File: config.mk
export PLATFORM = sky130hd
export DESIGN_NAME = fsic_io_tx_framer
export DESIGN_NICKNAME = d
export VERILOG_FILES = /design/src/rtl/fsic_io_tx_framer.sv
export SDC_FILE = /design/constraint.sdc
export NUM_CORES = 1
export LEC_CHECK = 0
export CAP_MARGIN = 20
export CORE_UTILIZATION = 48
export CTS_CLUSTER_SIZE = 40
export DETAILED_ROUTE_END_ITERATION = 10
export PLACE_DENSITY_LB_ADDON = 0.15
export REMOVE_ABC_BUFFERS = 1
export SLEW_MARGIN = 15
export SYNTH_ARGS = -nofsm -noshare
export SYNTH_HDL_FRONTEND = slang
export SYNTH_SLANG_ARGS = --single-unit
File: constraint.sdc
create_clock -name coreclk -period 1.8 [get_ports coreclk]
set_input_delay 0.27 -clock coreclk [delete_from_list [all_inputs] [get_ports coreclk]]
set_output_delay 0.27 -clock coreclk [all_outputs]
set_load 0.03 [all_outputs]
File: src/rtl/fsic_io_tx_framer.sv
// Core-clock transmit framer feeding the io_serdes serializer: link bring-up FSM,
// 2-entry payload buffer and one data/idle/training frame word per coreclk.
module fsic_io_tx_framer #(
  parameter  int pCLK_RATIO    = 4,
  parameter  int pNUM_LANE     = 12,
  parameter  int pTRAIN_CYCLES = 16,
  localparam int FW            = pCLK_RATIO * pNUM_LANE
) (
  input  logic          coreclk,
  input  logic          axis_rst_n,
  input  logic          txen,
  input  logic          peer_rx_locked,
  input  logic          tx_hold,
  input  logic [FW-3:0] in_tdata,
  input  logic          in_tvalid,
  output logic          in_tready,
  output logic [FW-1:0] tx_frame,
  output logic [1:0]    link_state,
  output logic [15:0]   tx_data_cnt
);

  typedef enum logic [1:0] {
    ST_OFF    = 2'd0,
    ST_TRAIN  = 2'd1,
    ST_ACTIVE = 2'd2
  } state_t;

  localparam logic [1:0] HDR_DATA  = 2'b01;
  localparam logic [1:0] HDR_IDLE  = 2'b10;
  localparam logic [1:0] HDR_TRAIN = 2'b11;
  localparam logic [7:0] TRAIN_LAST = 8'(pTRAIN_CYCLES - 1);

  // 1010 pattern anchored to absolute frame bit positions (odd bits set).
  localparam int                  PAT_REPS = (FW + 3) / 4;
  localparam logic [4*PAT_REPS-1:0] PAT_FULL = {PAT_REPS{4'b1010}};

  state_t          r_state;
  logic [7:0]      r_train_cnt;
  logic [FW-3:0]   r_mem [2];
  logic            r_wr_ptr;
  logic            r_rd_ptr;
  logic [1:0]      r_count;

  state_t          w_state_nxt;
  logic [7:0]      w_train_nxt;
  logic [FW-1:0]   w_frame_nxt;
  logic            w_pop;
  logic            w_push;

  assign in_tready  = (r_count < 2'd2) && axis_rst_n;
  assign w_push     = in_tvalid && in_tready;
  assign link_state = r_state;

  // NOTE: every variable gets a default before the case so no path leaves it unassigned (no latches).
  always_comb begin
    w_state_nxt = r_state;
    w_train_nxt = r_train_cnt;
    w_frame_nxt = '0;
    w_pop       = 1'b0;
    unique case (r_state)
      ST_OFF: begin
        if (txen) begin
          w_state_nxt = ST_TRAIN;
          w_train_nxt = '0;
        end
      end
      ST_TRAIN: begin
        w_frame_nxt = {HDR_TRAIN, PAT_FULL[FW-3:8], r_train_cnt};
        if (r_train_cnt != 8'hFF) w_train_nxt = r_train_cnt + 8'd1;
        if (!txen)
          w_state_nxt = ST_OFF;
        else if (r_train_cnt >= TRAIN_LAST && peer_rx_locked)
          w_state_nxt = ST_ACTIVE;
      end
      ST_ACTIVE: begin
        if (r_count != 2'd0 && !tx_hold) begin
          w_pop       = 1'b1;
          w_frame_nxt = {HDR_DATA, r_mem[r_rd_ptr]};
        end else begin
          w_frame_nxt = {HDR_IDLE, {(FW-2){1'b0}}};
        end
        // The frame of an exit cycle still follows ACTIVE; the buffer is kept.
        if (!txen) begin
          w_state_nxt = ST_OFF;
        end else if (!peer_rx_locked) begin
          w_state_nxt = ST_TRAIN;
          w_train_nxt = '0;
        end
      end
      default: w_state_nxt = ST_OFF;
    endcase
  end

  // NOTE: sequential state uses non-blocking assignments so all registers sample the same edge.
  always_ff @(posedge coreclk or negedge axis_rst_n) begin
    if (!axis_rst_n) begin
      r_state     <= ST_OFF;
      r_train_cnt <= '0;
      tx_frame    <= '0;
      tx_data_cnt <= '0;
    end else begin
      r_state     <= w_state_nxt;
      r_train_cnt <= w_train_nxt;
      tx_frame    <= w_frame_nxt;
      if (w_pop) tx_data_cnt <= tx_data_cnt + 16'd1;
    end
  end

  // NOTE: the two buffer entries are reset too, so a reset leaves no stale payload behind.
  always_ff @(posedge coreclk or negedge axis_rst_n) begin
    if (!axis_rst_n) begin
      r_mem[0] <= '0;
      r_mem[1] <= '0;
      r_wr_ptr <= 1'b0;
      r_rd_ptr <= 1'b0;
      r_count  <= '0;
    end else begin
      if (w_push) begin
        r_mem[r_wr_ptr] <= in_tdata;
        r_wr_ptr        <= ~r_wr_ptr;
      end
      if (w_pop) r_rd_ptr <= ~r_rd_ptr;
      unique case ({w_push, w_pop})
        2'b10:   r_count <= r_count + 2'd1;
        2'b01:   r_count <= r_count - 2'd1;
        default: r_count <= r_count;
      endcase
    end
  end

endmodule

Yosys cells after proc, flatten, opt, wreduce, memory -nomap -nowiden
Index checks and enable logic that the tools add are counted.
- logic and storage cells: 67
- flip-flop bits (word level): 170
- reduce and logical (&&, ||, !) cells: 12
- add/sub/neg operators: 4
- muxes and demuxes: 22
- order comparisons: 5
- eq/ne operators: 11
- bitwise gates (word level): 4
- operator list (cell ; number):
    two-way mux 46 bit ; 4
    case mux 48 bit (2 select lines) ; 1
    bitwise mux 92 bit ; 1
    two-way mux 48 bit ; 1
    demux 46 bit (select 1 bit) ; 1
    two-way mux 8 bit ; 4
    case mux 8 bit (3 select lines) ; 1
    adder 16 x 1 -> 16 bit (second input constant) ; 1
    two-way mux 2 bit ; 5
    adder 8 x 1 -> 8 bit (second input constant) ; 1
    greater-or-equal comparator 8 x 4 -> 1 bit (second input constant) ; 1
    inequality test 2 bit (second input constant) ; 4
    inequality test 8 bit (second input constant) ; 1
    inequality test 3 bit (second input constant) ; 2
    case mux 2 bit (3 select lines) ; 1
    logical AND 1 bit ; 5
    AND reduction 5 bit ; 1
    == test 2 x 1 -> 1 bit (second input constant) ; 2
    == test 2 bit (second input constant) ; 2
    greater-or-equal comparator 2 bit (second input constant) ; 2
    NOT 1 -> 2 bit ; 2
    case mux 2 bit (2 select lines) ; 1
    nonzero test 2 bit ; 2
    AND reduction 3 bit ; 1
    other kinds (9) ; 11

Longest topological paths before layout
Gate-level depths: netlist of the first run.
- word-level depth: 6
- gate-level depth with buffers: 8
- mapped depth without buffers: 8

Worst setup path before layout of the first run
OpenSTA, ideal clock, no wires.
- path kind: reg-to-reg
- start point: reg r_count[1]
- end point: reg r_mem[46] (netlist bit)
- path buffers: 1
- arrival time: 2.039 ns
- setup time: 0.125 ns
- path slack: -0.364 ns
- period minus slack after synthesis: 2.164 ns
- stages on the path, launching flop included: 6
- cell sequence: dfrtp_1 > nor2b_1 > nand2_1 > nor2_2 > buf_6 > mux2_2
- word-level cells in the longest chain between the ends: 3
- RTL lines (what ; line ; source):
    start: declaration ; 42 ; logic [1:0] r_count;
    start signal: assignment ; 124 ; 2'b10: r_count <= r_count + 2'd1;
    start signal: assignment ; 125 ; 2'b01: r_count <= r_count - 2'd1;
    start signal: assignment ; 126 ; default: r_count <= r_count;
    < comparator 2 bit ; 50 ; assign in_tready = (r_count < 2'd2) && axis_rst_n;
    logical AND 1 bit ; 50 ;
    via in_tready ; 16 ; output logic in_tready,
    logical AND 1 bit ; 51 ; assign w_push = in_tvalid && in_tready;
    end signal: indexed assignment ; 119 ; r_mem[r_wr_ptr] <= in_tdata;
    end: declaration ; 39 ; logic [FW-3:0] r_mem [2];
The timed path passes the listed nets, and every way through them passes these cells.
A chain may end at the register's enable or synchronous reset.

Final worst setup path of the first run
- start point: reg r_state[0], in the netlist link_state[0]
- end point: reg tx_data_cnt[15]
- word-level cells in the longest chain between the ends: 2
- RTL lines (what ; line ; source):
    start: declaration ; 37 ; state_t r_state;
    start signal: assignment ; 102 ; r_state <= w_state_nxt;
    == test 2 bit ; 60 ; unique case (r_state)
    two-way mux 1 bit ; 60 ;
    end signal: assignment ; 105 ; if (w_pop) tx_data_cnt <= tx_data_cnt + 16'd1;
    end: declaration ; 19 ; output logic [15:0] tx_data_cnt
No other way between the ends.

==> results of run 1 <==
per-layer routing:
layer | share of wire | vias to the layer above | global-route usage
li1 | - | 2176 | -
met1 | 0.42 | 2430 | 0.254
met2 | 0.51 | 110 | 0.345
met3 | 0.062 | 6 | 0.0724
met4 | 0.0081 | 0 | 0.0732
met5 | 0 | - | 0
power breakdown:
part	internal (mW)	switching [mW]	total, mW	leakage [nW]
Combinational	2.74	2.45	5.19	1.84
Sequential	5.17	0.768	5.93	2.16
Clock	2.19	1.43	3.62	0.292
Total	10.1	4.65	14.7	4.29
sequential cells by signal, indices dropped and copies added (netlist names):
signal	flops
r_train_cnt	8
tx_frame	48
r_mem	92
r_wr_ptr	1
link_state	2
r_rd_ptr	1
tx_data_cnt	16
r_count	2
what timing repair did:
action	in CTS	in global routing
setup buffers	2	4
gates resized for setup	19	18
pin swaps	2	4
setup endpoints to repair	14	16
gates cloned	0	1
worst max-delay path, stage by stage (launching register included):
cell	delay [ps]
dfrtp_1	400
inv_2	80
ha_4	130
inv_2	40
or4b_4	480
or3_4	390
xnor2_2	130
worst max-delay path by stage:
stage,depth (start not counted),to,slack (ps)
after floorplan,4,r_mem[46],-1110
after global placement,5,tx_data_cnt[15],-220
after detailed placement,5,tx_data_cnt[15],-230
after CTS,6,link_state[0],-10
after global routing,9,r_train_cnt[7],-30
final,6,tx_data_cnt[15],40
layout make-up:
type                       instances  area [um^2]  share of cell area
sequential                       170         4260               0.454
multi-input combinational        334         2690               0.287
clock inverter                    10          116              0.0124
clock buffer                      22          484              0.0516
timing repair buffer             158         1580               0.168
tap                              180          225              0.0240
inverter                           6         22.5             0.00240
layout by cell type, fill, tap and decap left out, types with 3 or more instances in the layout:
master / synthesis / routed
buf_4: 0 / 33
buf_12: 0 / 8
clkdlybuf4s50_1: 0 / 98
nand3_1: 17 / 15
nand4_1: 8 / 8
clkbuf_8: 0 / 4
dlygate4sd2_1: 0 / 12
inv_2: 0 / 4
clkbuf_16: 0 / 17
o21ai_0: 12 / 10
mux2i_1: 28 / 28
nor2_1: 47 / 47
nand2_1: 24 / 23
a21oi_1: 6 / 6
mux2_2: 94 / 94
ha_1: 7 / 3
clkinv_4: 0 / 3
xnor2_1: 11 / 11
xor2_1: 8 / 8
a211oi_1: 19 / 19
dlymetal6s2s_1: 0 / 6
clkinv_2: 0 / 3
and3_1: 5 / 5
dfrtp_1: 170 / 168
nor2b_1: 22 / 22
cells by family after synthesis:
family / count (synthesis)
flip-flops: 170
AND/OR/NAND/NOR: 138
multiplexers: 122
AO/OA/AOI/OAI: 46
buffers and inverters: 33
XOR/XNOR: 20
adder cells (fa/ha/maj): 7
metrics by stage:
step	setup TNS, ps	power [mW]	hold WS [ps]	instance area, um^2	utilization
5_1_grt	-48.1	15.6	92.3	9380	0.665
4_1_cts	-10.5	14.7	76.0	9290	0.659
3_3_place_gp	-666	10.7	472	8660	0.614
2_1_floorplan	-129660	9.05	-25.6	6880	-
6_report	0	14.7	-18.2	9380	0.665
3_5_place_dp	-965	10.9	477	8660	0.614
==> impl_metrics.env, run 1 <==
export IMPL_rr_startpoint="link_state[0]"
export IMPL_clk_latency_ps=430
export IMPL_post_place_ws_ps=-233
export IMPL_worstMarginPinSlew_ps=925
export IMPL_rsz0062_at_grt="true"
export IMPL_ios=119
export IMPL_yosys_area_top_type="dfrtp_1"
export IMPL_rows=43
export IMPL_cp_start_kind="flip-flop"
export IMPL_synth_xor_area_share=0.0260
export IMPL_path_clk_slew_ps=60
export IMPL_grt_overflow_total=0
export IMPL_routed_wl_um=14700
export IMPL_clk_path_buf_depth=2
export IMPL_avgViaCountPerCell=5.37
export IMPL_synthMuxAreaShare=0.191
export IMPL_first_pass_iters=4
export IMPL_ir_drop_mv=0.787
export IMPL_violations="hold timing"
export IMPL_synth_fa_ha_area_frac=0.0125
export IMPL_grt_pass1_wl_um=23500
export IMPL_power_density_nw_per_um2=1570
export IMPL_coreArea_um2=14100
export IMPL_fmax_ghz=0.569
export IMPL_setup_viol=0
export IMPL_synth_compound_area_share=0.0435
export IMPL_cap_violations=0
export IMPL_skew_ps=18.3
export IMPL_finalCritPeriodShare=0.977
export IMPL_r2r_cells=6
export IMPL_cts_sinks=170
export IMPL_holdBufCountCts=0
export IMPL_final_cells=880
export IMPL_nNetsFinal=746
export IMPL_cts_buffers=17
export IMPL_status="finished with violations"
export IMPL_grt_usage=0.209
export IMPL_initial_core_util=0.498
export IMPL_setup_slack_ps=42.1
export IMPL_hpwlAfterDp_um=9210
export IMPL_worst_ep_arrival_time_ps=2060
export IMPL_crit_type="flip-flop to flip-flop"
export IMPL_end_kind="flip-flop"
export IMPL_crit_required_ps=2100
export IMPL_synth_top_family_by_area="multiplexers"
export IMPL_hold_ws_ps=-18.2
export IMPL_antenna_diode_count=0
export IMPL_ant_nets=0
export IMPL_cts_max_level=4
export IMPL_post_route_cells_drive_above_1_share=0.277
export IMPL_power_leakage_nw=4.29
export IMPL_rrSetupSlack_ps=40
export IMPL_ys_ff_latch=170
export IMPL_yosysSeqAreaShare=0.606
export IMPL_min_path_type="primary input to asynchronous set/reset pin"
export IMPL_wire_per_inst_um=16.7
export IMPL_synth_edf_count=0
export IMPL_dieArea_um2=15100
export IMPL_synthSimpleGateAreaFrac=0.0982
export IMPL_synthMostInstantiatedCell="dfrtp_1"
export IMPL_io_buffers=118
export IMPL_vias=4722
export IMPL_drtIter0Drc=235
export IMPL_dp_cells=841
export IMPL_syn_instance_count=536
export IMPL_min_period_ps=1760
export IMPL_crit_fanout=3
export IMPL_ys_warn_count=0
export IMPL_first_global_vias=4790
export IMPL_root_buffer="clkbuf_16"
export IMPL_maxSlewHeadroom=0.383
export IMPL_crit_path_start="link_state[0]"
export IMPL_die_h_um=123
export IMPL_ys_flop_type="dfrtp_1"
export IMPL_cts_tree="yes"
export IMPL_avgSynthCellArea_um2=13.1
export IMPL_antenna_found_initial=0
export IMPL_synthArstFlopShare=1.00
export IMPL_synth_area_top_cells="dfrtp_1, mux2_2, mux2i_1"
export IMPL_yosysUniqueCellTypes=39
export IMPL_syn_to_final_growth_pct=33.6
export IMPL_place_congestion=0.826
export IMPL_fp_dieW_um=123
export IMPL_yosysTopAreaCellShare=0.606
export IMPL_regToRegEndpoint="tx_data_cnt[15]"
export IMPL_grt_max_degree=171
export IMPL_fill_cells=1046
export IMPL_drv_slew=0
export IMPL_ys_top_cells_by_count="dfrtp_1, mux2_2, nor2_1"
export IMPL_drc=0
export IMPL_hold_viol_final=10
export IMPL_netlist_area_um2=7020
(Power assumes the default switching activity.)
==> run 2: changes to the inputs <==
clock period = 1.6 ns   (was 1.8 ns; I/O delays follow)
==> impl_metrics.env, run 2 (synthesis results as in run 1) <==
export IMPL_place_area_um2=8770
export IMPL_grt_usage=0.213
export IMPL_crit_slowest_cell="or4b_4"
export IMPL_rows=43
export IMPL_cts_buffers=17
export IMPL_min_path_type="primary input to asynchronous set/reset pin"
export IMPL_rsz0062_at_grt="true"
export IMPL_ir_drop_mv=0.851
export IMPL_antenna_diode_count=0
export IMPL_path_cells="inv_2 -> ha_4 -> inv_4 -> or4b_4 -> or3_4 -> xnor2_2"
export IMPL_crit_path_start="link_state[0]"
export IMPL_drc=0
export IMPL_post_place_ws_ps=-416
export IMPL_io_buffers=118
export IMPL_holdBufCountCts=0
export IMPL_crit_buf_inv=2
export IMPL_die_h_um=123
export IMPL_cts_max_level=4
export IMPL_routed_wl_um=16200
export IMPL_fin_area_um2=9800
export IMPL_end_kind="flip-flop"
export IMPL_worst_ep_arrival_time_ps=2110
export IMPL_crit_type="flip-flop to flip-flop"
export IMPL_critical_path_top_delay_family="simple AND/OR/NAND/NOR gates"
export IMPL_fmax_ghz=0.555
export IMPL_rr_startpoint="link_state[0]"
export IMPL_drv_slew=0
export IMPL_hold_ws_ps=-121
export IMPL_post_route_cells_drive_above_1_share=0.318
export IMPL_violations="hold timing, setup timing"
export IMPL_cts_sinks=170
export IMPL_grt_overflow_total=0
export IMPL_vias=4862
export IMPL_nNetsFinal=769
export IMPL_comb_power_share=0.373
export IMPL_power_density_nw_per_um2=1810
export IMPL_power_frac_seq=0.370
export IMPL_wire_per_inst_um=17.9
export IMPL_drtIter0Drc=250
export IMPL_skew_ps=6.84
export IMPL_cts_tree="yes"
export IMPL_place_congestion=0.830
export IMPL_dieArea_um2=15100
export IMPL_setup_slack_ps=-202
export IMPL_first_global_vias=4975
export IMPL_ant_nets=0
export IMPL_finalPower_mw=17.7
export IMPL_fp_dieW_um=123
export IMPL_min_period_ps=1800
export IMPL_mostFrequentLayoutCell="dfrtp_1"
export IMPL_worstMarginPinSlew_ps=1020
export IMPL_path_clk_slew_ps=60
export IMPL_setup_tns_final_ps=-950
export IMPL_avgViaCountPerCell=5.38
export IMPL_swShare=0.313
export IMPL_slowest_delay_ps=530
export IMPL_initial_core_util=0.498
export IMPL_largest_reg_flops=92
export IMPL_maxSlewHeadroom=0.322
export IMPL_finalCritPeriodShare=1.13
export IMPL_cap_violations=0
export IMPL_grt_pass1_wl_um=24000
export IMPL_p_clk_frac=0.258
export IMPL_crit_required_ps=1910
export IMPL_power_leakage_nw=4.66
export IMPL_hpwlAfterDp_um=9330
export IMPL_cp_start_kind="flip-flop"
export IMPL_antenna_found_initial=0
export IMPL_first_pass_iters=4
export IMPL_intPower_mw=12.2
export IMPL_switchingPower_mw=5.55
export IMPL_coreArea_um2=14100
export IMPL_crit_fanout=3
export IMPL_top_regs="r_mem: 92 flops, tx_frame: 48 flops, tx_data_cnt: 16 flops"
export IMPL_top_register="r_mem"
export IMPL_syn_to_final_growth_pct=39.6
export IMPL_status="finished with violations"
export IMPL_clk_path_buf_depth=2
export IMPL_hold_viol_final=40
export IMPL_setup_viol=25
export IMPL_ios=119
export IMPL_clk_latency_ps=420
export IMPL_root_buffer="clkbuf_16"
export IMPL_final_cell_mix="dfrtp_1, mux2_2, dlygate4sd2_1"
export IMPL_grt_max_degree=171
export IMPL_fill_cells=1007
-- run 2: cell types whose count changed in the layout (fill, tap and decap cells not counted), sizes merged --
cell           change
clkbuf             +6
bufinv             +3
clkinvlp           -1
clkdlybuf4s50     -48
dlymetal6s2s       -6
dlygate4sd2       +52
clkinv             -1
buf               +18
-- run 2: area by class of cell --
cell class                      instances  area (um^2)  area share
Sequential cell                       170         4260       0.435
Multi-Input combinational cell        334         2800       0.286
Timing Repair Buffer                  181         1820       0.186
Clock buffer                           21          480      0.0490
Tap cell                              180          225      0.0230
Clock inverter                         11          190      0.0194
Inverter                                6         25.0     0.00255
-- run 2: stage by stage --
step | util | hold WS [ps] | std cells
finish | 0.695 | -121 | 903
global route | 0.695 | 74.6 | 903
CTS | 0.669 | 50.6 | 889
detailed placement | 0.622 | 487 | 856
global placement | 0.622 | 472 | 856
floorplan | - | -55.6 | 509
-- run 2: routing by layer --
| layer | GRT usage | routed length (um) | share of wire |
|---|---|---|---|
| met1 | 0.259 | 6850 | 0.42 |
| met5 | 0 | 0 | 0 |
| met3 | 0.0581 | 724 | 0.045 |
| met4 | 0.0854 | 294 | 0.018 |
| met2 | 0.358 | 8280 | 0.51 |
-- run 2: timing repair --
| item | in CTS | in global routing |
|---|---|---|
| gates cloned | 0 | 7 |
| pin swaps | 3 | 11 |
| endpoints found under the setup margin | 102 | 90 |
| resized for setup | 83 | 40 |
| buffers inserted | 1 | 8 |
-- run 2: power groups by stage --
stage	sequential, mW	clock, mW	combinational (mW)
final	6.56	4.57	6.61
after floorplan	7.07	0	3.11
after global routing	6.72	4.84	7.13
after detailed placement	6.60	0	5.80
after CTS	6.54	4.65	5.81
after global placement	6.48	0	5.59
-- run 2: final timing paths --
| kind | slack [ps] | depth (start not counted) | end |
|---|---|---|---|
| max in group asynchronous | 760 | 2 | r_rd_ptr |
| max reg2reg | -200 | 6 | tx_data_cnt[15] |
| min reg2reg | 500 | 1 | tx_data_cnt[9] |
| min in group coreclk | 400 | 5 | r_wr_ptr |
| min | -120 | 2 | tx_data_cnt[7] |
| max | -200 | 6 | tx_data_cnt[15] |
==> run 3: changes to the inputs <==
--- a/constraint.sdc
+++ b/constraint.sdc
@@ -3,2 +3,2 @@
 set_output_delay 0.24 -clock coreclk [all_outputs]
-set_load 0.03 [all_outputs]
+set_load 0.01 [all_outputs]
==> impl_metrics.env, run 3 (synthesis results as in run 1) <==
export IMPL_worst_ep_arrival_time_ps=2090
export IMPL_initial_core_util=0.498
export IMPL_nNetsFinal=783
export IMPL_mostFrequentLayoutCell="dfrtp_1"
export IMPL_worstMarginPinSlew_ps=917
export IMPL_hold_ws_ps=-43.2
export IMPL_cts_max_level=4
export IMPL_grtUsageMet2=0.368
export IMPL_min_path_type="primary input to asynchronous set/reset pin"
export IMPL_largest_reg_flops=92
export IMPL_crit_cells=6
export IMPL_top_regs="r_mem: 92 flops, tx_frame: 48 flops, tx_data_cnt: 16 flops"
export IMPL_critical_path_top_delay_family="simple AND/OR/NAND/NOR gates"
export IMPL_crit_fanout=4
export IMPL_dieArea_um2=15100
export IMPL_setup_viol=31
export IMPL_syn_to_final_growth_pct=43.3
export IMPL_io_buffers=118
export IMPL_maxSlewHeadroom=0.389
export IMPL_drtIter0Drc=255
export IMPL_use_met1=0.261
export IMPL_cap_violations=0
export IMPL_crit_slowest_cell="or4b_4"
export IMPL_use_met3=0.0692
export IMPL_grt_overflow_total=0
export IMPL_antenna_found_initial=0
export IMPL_ios=119
export IMPL_die_h_um=123
export IMPL_cts_sinks=170
export IMPL_path_clk_slew_ps=60
export IMPL_grt_busiest_layer="met2"
export IMPL_first_pass_iters=4
export IMPL_skew_ps=6.52
export IMPL_clk_latency_ps=420
export IMPL_power_leakage_nw=4.60
export IMPL_cts_tree="yes"
export IMPL_r2r_cells=6
export IMPL_first_global_vias=4869
export IMPL_rows=43
export IMPL_ant_nets=0
export IMPL_power_density_nw_per_um2=1750
export IMPL_clk_path_buf_depth=2
export IMPL_status="finished with violations"
export IMPL_hpwlAfterDp_um=9310
export IMPL_antenna_diode_count=0
export IMPL_end_kind="flip-flop"
export IMPL_hold_viol_final=27
export IMPL_drc=0
export IMPL_root_buffer="clkbuf_16"
export IMPL_violations="hold timing, setup timing"
export IMPL_top_register="r_mem"
export IMPL_fin_util=0.714
export IMPL_post_route_cells_drive_above_1_share=0.357
export IMPL_finalCritPeriodShare=1.09
export IMPL_fp_dieW_um=123
export IMPL_grt_max_degree=171
export IMPL_rrSetupSlack_ps=-140
export IMPL_cts_buffers=17
export IMPL_drv_slew=0
export IMPL_wire_per_inst_um=18.1
export IMPL_avgViaCountPerCell=5.38
export IMPL_holdBufCountCts=0
export IMPL_final_cell_mix="dfrtp_1, clkdlybuf4s50_1, mux2_2"
export IMPL_crit_buf_inv=1
export IMPL_slowest_delay_ps=540
export IMPL_finalPower_mw=17.6
export IMPL_crit_required_ps=1950
export IMPL_fmax_ghz=0.575
export IMPL_cp_start_kind="flip-flop"
export IMPL_routed_wl_um=16600
export IMPL_rsz0062_at_grt="true"
export IMPL_coreArea_um2=14100
export IMPL_ir_drop_mv=1.14
export IMPL_grt_usage=0.216
export IMPL_min_period_ps=1740
export IMPL_setup_slack_ps=-139
export IMPL_crit_type="flip-flop to flip-flop"
export IMPL_path_cells="ha_4 -> buf_6 -> nor3_4 -> a31oi_2 -> or4b_4 -> nand3_2"
export IMPL_grt_pass1_wl_um=24400
export IMPL_vias=4918
export IMPL_place_congestion=0.835
## run 3: changes by cell type in the layout (fill, tap and decap cells not counted), sizes merged
| cell | previous run | this run |
|---|---|---|
| buf | 60 | 76 |
| bufinv | 5 | 2 |
| clkbuf | 28 | 25 |
| clkdlybuf4s50 | 50 | 96 |
| clkinv | 5 | 1 |
| clkinvlp | 1 | 4 |
| dlygate4sd2 | 64 | 13 |
| dlymetal6s2s | 0 | 7 |
## run 3: final timing paths
check | startpoint | to
max | link_state[1] | r_train_cnt[3]
min | axis_rst_n | tx_data_cnt[8]
max reg2reg | link_state[1] | r_train_cnt[3]
min reg2reg | tx_data_cnt[15] | tx_data_cnt[15]
max in group asynchronous | axis_rst_n | r_rd_ptr
min in group coreclk | axis_rst_n | r_wr_ptr
## run 3: cell type report
type	instances	area, um^2
Sequential cell	170	4260
Fill cell	943	4040
Multi-Input combinational cell	334	2970
Timing Repair Buffer	195	2020
Clock buffer	22	464
Tap cell	180	225
Clock inverter	7	95.1
Inverter	6	22.5
## run 3: what timing repair did
| action | 4_1_cts | 5_1_grt |
|---|---|---|
| endpoints found under the setup margin | 52 | 96 |
| pin swaps | 10 | 22 |
| gates resized for setup | 45 | 86 |
| setup buffers | 14 | 9 |
| hold endpoints to repair | 0 | 0 |
| gates cloned | 2 | 5 |
## run 3: routing by layer
metal,part of all wire,up-vias
met2,0.51,123
met3,0.054,20
li1,-,2247
met5,0,-
met1,0.42,2528
met4,0.016,0
## run 3: per-stage QoR
step	cells	setup slack [ps]	instance area (um^2)	setup TNS [ps]
floorplan	509	-978	6880	-124610
global route	914	-175	10100	-2990
CTS	902	-110	9600	-746
detailed placement	857	-396	8780	-16920
global placement	857	-398	8780	-16280
finish	914	-139	10100	-1130
## run 3: power by group
part	switching, mW	internal, mW
registers	0.753	5.81
logic	3.22	3.90
clock network	1.59	2.35
